$ cat config.mk
export PLATFORM = sky130hd
export DESIGN_NAME = ahb_multi_master_arbiter
export DESIGN_NICKNAME = d
export VERILOG_FILES = /design/src/rtl/ahb_multi_master_arbiter.sv
export SDC_FILE = /design/constraint.sdc
export NUM_CORES = 1
export LEC_CHECK = 0
export CAP_MARGIN = 10
export CORE_AREA = 2 2 113 115
export DETAILED_ROUTE_END_ITERATION = 8
export DIE_AREA = 0 0 115 117
export GPL_TIMING_DRIVEN = 0
export PLACE_DENSITY = 0.61
export SYNTH_ARGS = -nofsm -noshare
export SYNTH_HDL_FRONTEND = slang
export SYNTH_SLANG_ARGS = --single-unit
$ cat constraint.sdc
create_clock -name clk_i -period 2.8 [get_ports clk_i]
set_input_delay 0.7 -clock clk_i [delete_from_list [all_inputs] [get_ports clk_i]]
set_output_delay 0.7 -clock clk_i [all_outputs]
set_load 0.1 [all_outputs]
$ cat src/rtl/ahb_multi_master_arbiter.sv
// ahb_multi_master_arbiter
//   N-master AHB-lite arbiter and bus mux in front of a single slave port.
//   The address-phase owner (owner_q) and the data-phase owner (downer_q) are
//   tracked separately. Ownership can therefore move on any accepted transfer
//   while the previous owner's last data phase is still completing.
//   Arbitration is fixed priority (ARB_MODE=0) or round robin (ARB_MODE=1).
//   It also supports a per-owner lock and a hold limit (MAX_HOLD).
// Ports
//   clk_i, resetn_i            clock, async active-low reset
//   req_i, lock_i              per-master request / lock
//   grant_o, stall_o, owner_o  registered one-hot grant, stall, owner index
//   m_*_i / m_*_o              flattened master-side AHB signals
//   haddr_o..hwdata_o          muxed slave-side request
//   hrdata_i, hready_i, hresp_i  slave response
module ahb_multi_master_arbiter #(
    parameter int NUM_MASTERS = 2,
    parameter int DATA_WIDTH  = 32,
    parameter int ADDR_WIDTH  = 32,
    parameter int ARB_MODE    = 0,
    parameter int MAX_HOLD    = 16
) (
    input  logic                               clk_i,
    input  logic                               resetn_i,
    input  logic [NUM_MASTERS-1:0]             req_i,
    input  logic [NUM_MASTERS-1:0]             lock_i,
    output logic [NUM_MASTERS-1:0]             grant_o,
    output logic [NUM_MASTERS-1:0]             stall_o,
    output logic [$clog2(NUM_MASTERS)-1:0]     owner_o,
    input  logic [NUM_MASTERS*ADDR_WIDTH-1:0]  m_haddr_i,
    input  logic [NUM_MASTERS*2-1:0]           m_htrans_i,
    input  logic [NUM_MASTERS-1:0]             m_hwrite_i,
    input  logic [NUM_MASTERS*3-1:0]           m_hsize_i,
    input  logic [NUM_MASTERS*DATA_WIDTH-1:0]  m_hwdata_i,
    output logic [DATA_WIDTH-1:0]              m_hrdata_o,
    output logic [NUM_MASTERS-1:0]             m_hready_o,
    output logic [NUM_MASTERS*2-1:0]           m_hresp_o,
    output logic [ADDR_WIDTH-1:0]              haddr_o,
    output logic [1:0]                         htrans_o,
    output logic                               hwrite_o,
    output logic [2:0]                         hsize_o,
    output logic [DATA_WIDTH-1:0]              hwdata_o,
    input  logic [DATA_WIDTH-1:0]              hrdata_i,
    input  logic                               hready_i,
    input  logic [1:0]                         hresp_i
);
    localparam int OW = $clog2(NUM_MASTERS);
    localparam int HW = (MAX_HOLD > 0) ? $clog2(MAX_HOLD + 1) : 1;
    localparam logic [HW-1:0] HOLD_LIM = HW'(MAX_HOLD);

    typedef enum logic {ST_IDLE, ST_OWNED} state_t;

    state_t          state_q, state_d;
    logic [OW-1:0]   owner_q, owner_d;
    logic [OW-1:0]   downer_q, downer_d;
    logic            dvalid_q, dvalid_d;
    logic [OW-1:0]   rr_ptr_q, rr_ptr_d;
    logic [HW-1:0]   hold_q, hold_d;

    logic                   owned;
    logic                   others_req;
    logic                   hold_hit;
    logic                   rearb;
    logic [NUM_MASTERS-1:0] cand;
    logic [OW-1:0]          win;
    logic                   found;

    assign owned = (state_q == ST_OWNED);

    always_ff @(posedge clk_i or negedge resetn_i) begin
        if (!resetn_i) begin
            state_q  <= ST_IDLE;
            owner_q  <= '0;
            downer_q <= '0;
            dvalid_q <= 1'b0;
            rr_ptr_q <= '0;
            hold_q   <= '0;
        end else begin
            state_q  <= state_d;
            owner_q  <= owner_d;
            downer_q <= downer_d;
            dvalid_q <= dvalid_d;
            rr_ptr_q <= rr_ptr_d;
            hold_q   <= hold_d;
        end
    end

    // Winner search over the candidate mask.
    always_comb begin
        others_req = 1'b0;
        for (int i = 0; i < NUM_MASTERS; i++)
            if (req_i[i] && !(owned && owner_q == OW'(i))) others_req = 1'b1;

        hold_hit = (MAX_HOLD != 0) && owned && (hold_q == HOLD_LIM) &&
                   others_req && !lock_i[owner_q];
        rearb = !owned || (!req_i[owner_q] && !lock_i[owner_q]) || hold_hit;

        // An owner hitting the hold limit steps aside; others_req guarantees
        // someone else is left to pick.
        cand = req_i;
        if (hold_hit) cand[owner_q] = 1'b0;

        win   = '0;
        found = 1'b0;
        if (ARB_MODE == 1) begin
            for (int k = 0; k < NUM_MASTERS; k++) begin
                int idx;
                idx = (int'(rr_ptr_q) + k) % NUM_MASTERS;
                if (!found && cand[idx]) begin
                    win   = OW'(idx);
                    found = 1'b1;
                end
            end
        end else begin
            for (int i = NUM_MASTERS - 1; i >= 0; i--) begin
                if (cand[i]) begin
                    win   = OW'(i);
                    found = 1'b1;
                end
            end
        end
    end

    // Next-state: nothing moves unless the slave accepts (hready_i = 1).
    always_comb begin
        state_d  = state_q;
        owner_d  = owner_q;
        downer_d = downer_q;
        dvalid_d = dvalid_q;
        rr_ptr_d = rr_ptr_q;
        hold_d   = hold_q;
        if (hready_i) begin
            dvalid_d = owned && (htrans_o != 2'b00);
            downer_d = owner_q;
            if (MAX_HOLD != 0 && owned && htrans_o[1] && hold_q != HOLD_LIM)
                hold_d = hold_q + 1'b1;
            if (rearb) begin
                if (found) begin
                    state_d = ST_OWNED;
                    owner_d = win;
                    if (!owned || win != owner_q) hold_d = '0;
                    if (ARB_MODE == 1)
                        rr_ptr_d = OW'((int'(win) + 1) % NUM_MASTERS);
                end else begin
                    state_d = ST_IDLE;
                    hold_d  = '0;
                end
            end
        end
    end

    // Address-phase mux from the registered owner; zeros when idle.
    always_comb begin
        haddr_o  = '0;
        htrans_o = 2'b00;
        hwrite_o = 1'b0;
        hsize_o  = 3'b000;
        if (owned) begin
            haddr_o  = m_haddr_i[owner_q*ADDR_WIDTH +: ADDR_WIDTH];
            htrans_o = m_htrans_i[owner_q*2 +: 2];
            hwrite_o = m_hwrite_i[owner_q];
            hsize_o  = m_hsize_i[owner_q*3 +: 3];
        end
    end

    assign hwdata_o   = dvalid_q ? m_hwdata_i[downer_q*DATA_WIDTH +: DATA_WIDTH] : '0;
    assign m_hrdata_o = hrdata_i;
    assign owner_o    = owner_q;

    always_comb begin
        grant_o    = '0;
        m_hready_o = '0;
        m_hresp_o  = '0;
        for (int i = 0; i < NUM_MASTERS; i++) begin
            logic dsel;
            dsel          = dvalid_q && (downer_q == OW'(i));
            grant_o[i]    = owned && (owner_q == OW'(i));
            m_hready_o[i] = hready_i && (grant_o[i] || dsel);
            m_hresp_o[i*2 +: 2] = dsel ? hresp_i : 2'b00;
        end
    end

    assign stall_o = req_i & ~grant_o;

endmodule

Word level (Yosys, flattened, before mapping)

Index checks and enable logic that the tools add are counted.

Output and inout bits: 113
Bits of input ports: 181
Flip-flop bits (word level): 9
Logic and storage cells: 77

Bitwise gates (word level): 6
Eq/ne operators: 3
Shifts and indexed selects: 4
$mul: 1
$add $sub $neg: 1
Order comparisons: 2
Muxes and demuxes: 26
Reduce and logical (&&, ||, !) cells: 29

Operator list:

| kind                  | number |
|---|---|
| $shiftx A64 B7 Y32    | 2 |
| $mux W32              | 2 |
| $mux W5               | 4 |
| $logic_and A1 B1 Y1   | 16 |
| $mux W1               | 14 |
| $mux W2               | 4 |
| $shiftx A6 B4 Y3      | 1 |
| $add A5 B1 Y5 const B | 1 |
| $eq A5 B5 Y1 const B  | 1 |
| $logic_not A1 Y1      | 5 |
| $logic_or A1 B1 Y1    | 5 |
| $ne A5 B5 Y1 const B  | 1 |
| $and A2 B2 Y2         | 2 |
| $not A2 Y2            | 2 |
| $shiftx A4 B3 Y2      | 1 |
| $mul A1 B2 Y3 const B | 1 |
| $mux W3               | 1 |
| $reduce_and A3 Y1     | 1 |
| $lt A1 B2 Y1 const B  | 1 |
| $not A1 Y1            | 2 |
| $reduce_and A2 Y1     | 1 |
| $reduce_bool A2 Y1    | 1 |
| $demux W1 S1          | 1 |
| $ge A1 B1 Y1 const B  | 1 |
| $ne A1 B1 Y1          | 1 |

Longest topological paths before layout

Gate-level depths: netlist of run 1.

Depth in word-level cells: 16
Depth in mapped cells: 6

Worst setup path before layout of run 1

Ideal clock, no wire load.

Kind: register to output
Start point: reg owner_q, in the netlist owner_o
End point: out m_hready_o[1]
Arrival: 3.403 ns
Slack: -1.303 ns
Cell stages (with the launch flop): 4
Buffers on the path: 1
Cells stage by stage: dfrtp_1 > buf_6 > nand2_1 > a21boi_0

Longest elaborated chain between the ends: 3

Ends and longest elaborated chain:

| what                   | line | text |
|---|---|---|
| start, declared        | 53   | `logic [OW-1:0] owner_q, owner_d;` |
| start signal, assigned | 79   | `owner_q <= owner_d;` |
| $logic_and A1 B1 Y1    | 176  | `grant_o[i] = owned && (owner_q == OW'(i));` |
| $logic_or A1 B1 Y1     | 177  | `m_hready_o[i] = hready_i && (grant_o[i] \|\| dsel);` |
| $logic_and A1 B1 Y1    | 177  |  |
| end, declared          | 35   | `output logic [NUM_MASTERS-1:0] m_hready_o,` |

No other way between the ends.

Final worst setup path of run 1

Start point: in m_htrans_i[1]
End point: out htrans_o[1]

Longest elaborated chain between the ends: 2

Ends and longest elaborated chain:

| what             | line | text |
|---|---|---|
| start, declared  | 30   | `input logic [NUM_MASTERS*2-1:0] m_htrans_i,` |
| $shiftx A4 B3 Y2 | 159  | `htrans_o = m_htrans_i[owner_q*2 +: 2];` |
| $mux W2          | 157  | `if (owned) begin` |
| end, declared    | 38   | `output logic [1:0] htrans_o,` |

No other way between the ends.

==> results of run 1 <==
==> metrics by stage <==
stage | util | setup slack (ps) | hold slack (ps) | std cells
2_1_floorplan | - | -23.57 | 404.4 | 257
3_3_place_gp | 0.4172 | -1008 | 506.6 | 668
3_5_place_dp | 0.4172 | -1019 | 522.8 | 668
4_1_cts | 0.4246 | 1.473 | 531.2 | 672
5_1_grt | 0.4265 | 1.341 | 538.9 | 672
6_report | 0.4265 | 68.38 | 522.2 | 672
==> per-layer routing <==
metal | wire [um] | vias up
met2 | 5256 | 166
met3 | 1057 | 8
li1 | - | 1362
met5 | 0 | -
met4 | 118 | 0
met1 | 3279 | 1242
==> critical path, stage by stage <==
cell and delay [ps]:
clkdlybuf4s50_1 390, mux2_4 300, and2_1 170, clkdlybuf4s15_2 460
==> layout make-up <==
cell class	count	share of cell area
inverter	9	0.006433
buffer	49	0.06338
timing repair buffer	261	0.5013
multi-input combinational	190	0.3350
clock buffer	4	0.01501
tap	150	0.03574
sequential	9	0.04313
==> placed cells by master (no fill, tap or decap), drive strengths merged, types with 2 or more instances in the layout <==
cell type      synthesis  final
a21boi                 2      2
nand3                  2      2
nand2b                 4      4
inv                    9      9
dfrtp                  9      9
a21oi                  4      4
clkdlybuf4s15          0     58
and3                   3      3
ha                     2      2
nor2                  11     11
and2                   2      2
mux2                   2      2
o22ai                  2      2
nor2b                 69     69
nand2                  2      2
buf                   41     53
clkdlybuf4s50          0    181
clkbuf                 8     20
mux2i                 70     70
xor2                   2      2
==> worst max path at each step <==
| stage | start | to | slack [ps] | cells past startpoint |
|---|---|---|---|---|
| global route | owner_o | haddr_o[22] | 1 | 6 |
| floorplan | downer_q | m_hresp_o[2] | -20 | 4 |
| global placement | hready_i | m_hready_o[0] | -1010 | 4 |
| detailed placement | hready_i | m_hready_o[0] | -1020 | 4 |
| CTS | hready_i | m_hready_o[0] | 1 | 4 |
| finish | m_htrans_i[1] | htrans_o[1] | 70 | 4 |
==> cells by family after synthesis <==
kind of cell | after synthesis | synth area share
buffers and inverters | 58 | 0.1738
adders and majority gates | 2 | 0.01215
muxes | 72 | 0.3530
AOI/OAI and AO/OA | 16 | 0.05468
and+or+nand+nor | 98 | 0.2886
xor gates and xnor gates | 2 | 0.008507
DFF | 9 | 0.1094
==> registers in the layout (all words and copies together) (netlist names) <==
name / count
downer_q: 1
dvalid_q: 1
hold_q: 5
owned: 1
owner_o: 1
==> power by group <==
group,internal (W),switching [W]
clock,0.000190,0.0000554
combinational,0.00156,0.00445
sequential,0.000165,0.0000340
total,0.00192,0.00454
==> results.md, run 1 <==
- Yosys reg bits: 9
- Hold Path Class: register to register
- Top post-synthesis cells by area: mux2i_1 34%, nor2b_1 21%, buf_4 12%, dfrtp_1 11%, nor2_1 2.0%
- Kind of critical path: input pin to output port
- Fin. Hold Viols: 0
- GP Congestion: around 0.8
- DRT Wirelength: 9.711 mm
- Cell Rows: between 40 and 50
- DRT iter0 DRCs: 31
- Synth unique cells: 35
- R2R cell count: 5
- Final HPWL DP: around 8.6 mm
- EDFF count, synth: 0
- Longest Clk Path Bufs: 2
- Fmax: 366.1 MHz
- Startpoint of the worst hold path: hold_q[0]
- Largest area contributor in the netlist: mux2i_1
- Clock Skews: 1.256 ps
- Chip Width: 115 um
- Mapped Avg Cell Area: 8.014 um^2
- Status: finished, final reports clean
- Post-CTS Hold Buffers: 0
- Via density per instance: between 4 and 5
- Hold EP: hold_q[0]
- Setup Viol. Count Final: 0
- Syn Inst Count: 257
- Met2 GRT Util: 0.2702
- Ys flop type: dfrtp_1
- Sequential cell area: 226.5 um^2
- Leakage power: 2.412 nW
- TritonCTS clock tree: yes
- Placed Area: 0.005136 mm^2
- Total Power: 0.006455 W
- Antenna cells: 0
- Chip height: 117 um
- DR vias: 2778
- Setup Buffers After CTS: 0
- Synth top area share: 0.3402
- Total gr overflow: 0
- WL/cell: 14.45 um
- Post-DRT Antenna Nets: 0
- CP Max Fanout: 5
- Slew @ Worst Pin: 987.4 ps
- IO Count: 294
- 1st-pass router iterations: 4
- DRC Markers: 0
- R2r endpoint: hold_q[0]
- Starting Density: 0.1673
- Final Max Slew Viols: 0
- Max transition margin: 0.3396
- Synth top cells by count: 70 x mux2i_1, 69 x nor2b_1, 33 x buf_4
- Clk_lat worst skew: 230 ps
- Setup TNS: 0 ps
- IO buf count: 261
- Count leader, synth: mux2i_1
- CTS Sinks: 9
- Layout Nets: 706
- Max cap viols: 0
- Synth Cell Area: around 0.0021 mm^2
- Most used routing layer: met2
- Fillers: between 1000 and 1500
- Synth warnings: 0
- R2r setup slk: 1160 ps
- Syn nets: 440
- Final critical-path required period: 2732 ps
- Critical Path AT: about 2000 ps
- PD cells: 1229 mW/mm^2
- Register area share after synthesis: 0.1094
- Required time of the critical path: between 2000 and 2500 ps
- Post-route cell area: between 0.005 and 0.006 mm^2
- Post-route clock period utilization: 0.9756
- Root Driver: clkbuf_16
- Met1 usage: 0.1277
- Startpoint types: input pin
- Clk slew on worst S/H paths: 40 ps
- First-pass GRT wire length: 14.06 mm
- Async set or reset register ratio after synthesis: 1.000
- RSZ-0062 raised after global routing: false
- CTS Buf Count: 3
- Core ar.: 0.01231 mm^2
- Post-CTS sizing: 293
- GR Util met3: 0.04634
- Pin count of the biggest net entering global routing: 11
- Crit. End Element: output port
- Initial antenna violation count: 0
- Die ar.: 0.01346 mm^2
- Reg2reg start: owner_o
- Share of layout cells above drive strength 1: 0.3812
- Hold path cells: 1
- Area of the multi-input gates: 0.001759 mm^2
- Vias in the first global route: 2859
- Peak supply drop: 630.6 uV
- P&R area growth vs syn: 155.0%
- Total track usage: 0.1327
- CTS H-tree depth: 1
No activity file was read; power rests on OpenSTA's default activity.
==> inputs of run 2 (changes only) <==
--- a/config.mk
+++ b/config.mk
@@ -5,6 +5,7 @@
 export SDC_FILE = /design/constraint.sdc
 export NUM_CORES = 1
 export LEC_CHECK = 0
+export ABC_CLOCK_PERIOD_IN_PS = 2800
 export CAP_MARGIN = 10
 export CORE_AREA = 2 2 113 115
 export DETAILED_ROUTE_END_ITERATION = 8
==> results of run 2 <==
No change in the layout: final DEF, timing and power equal those of run 1.
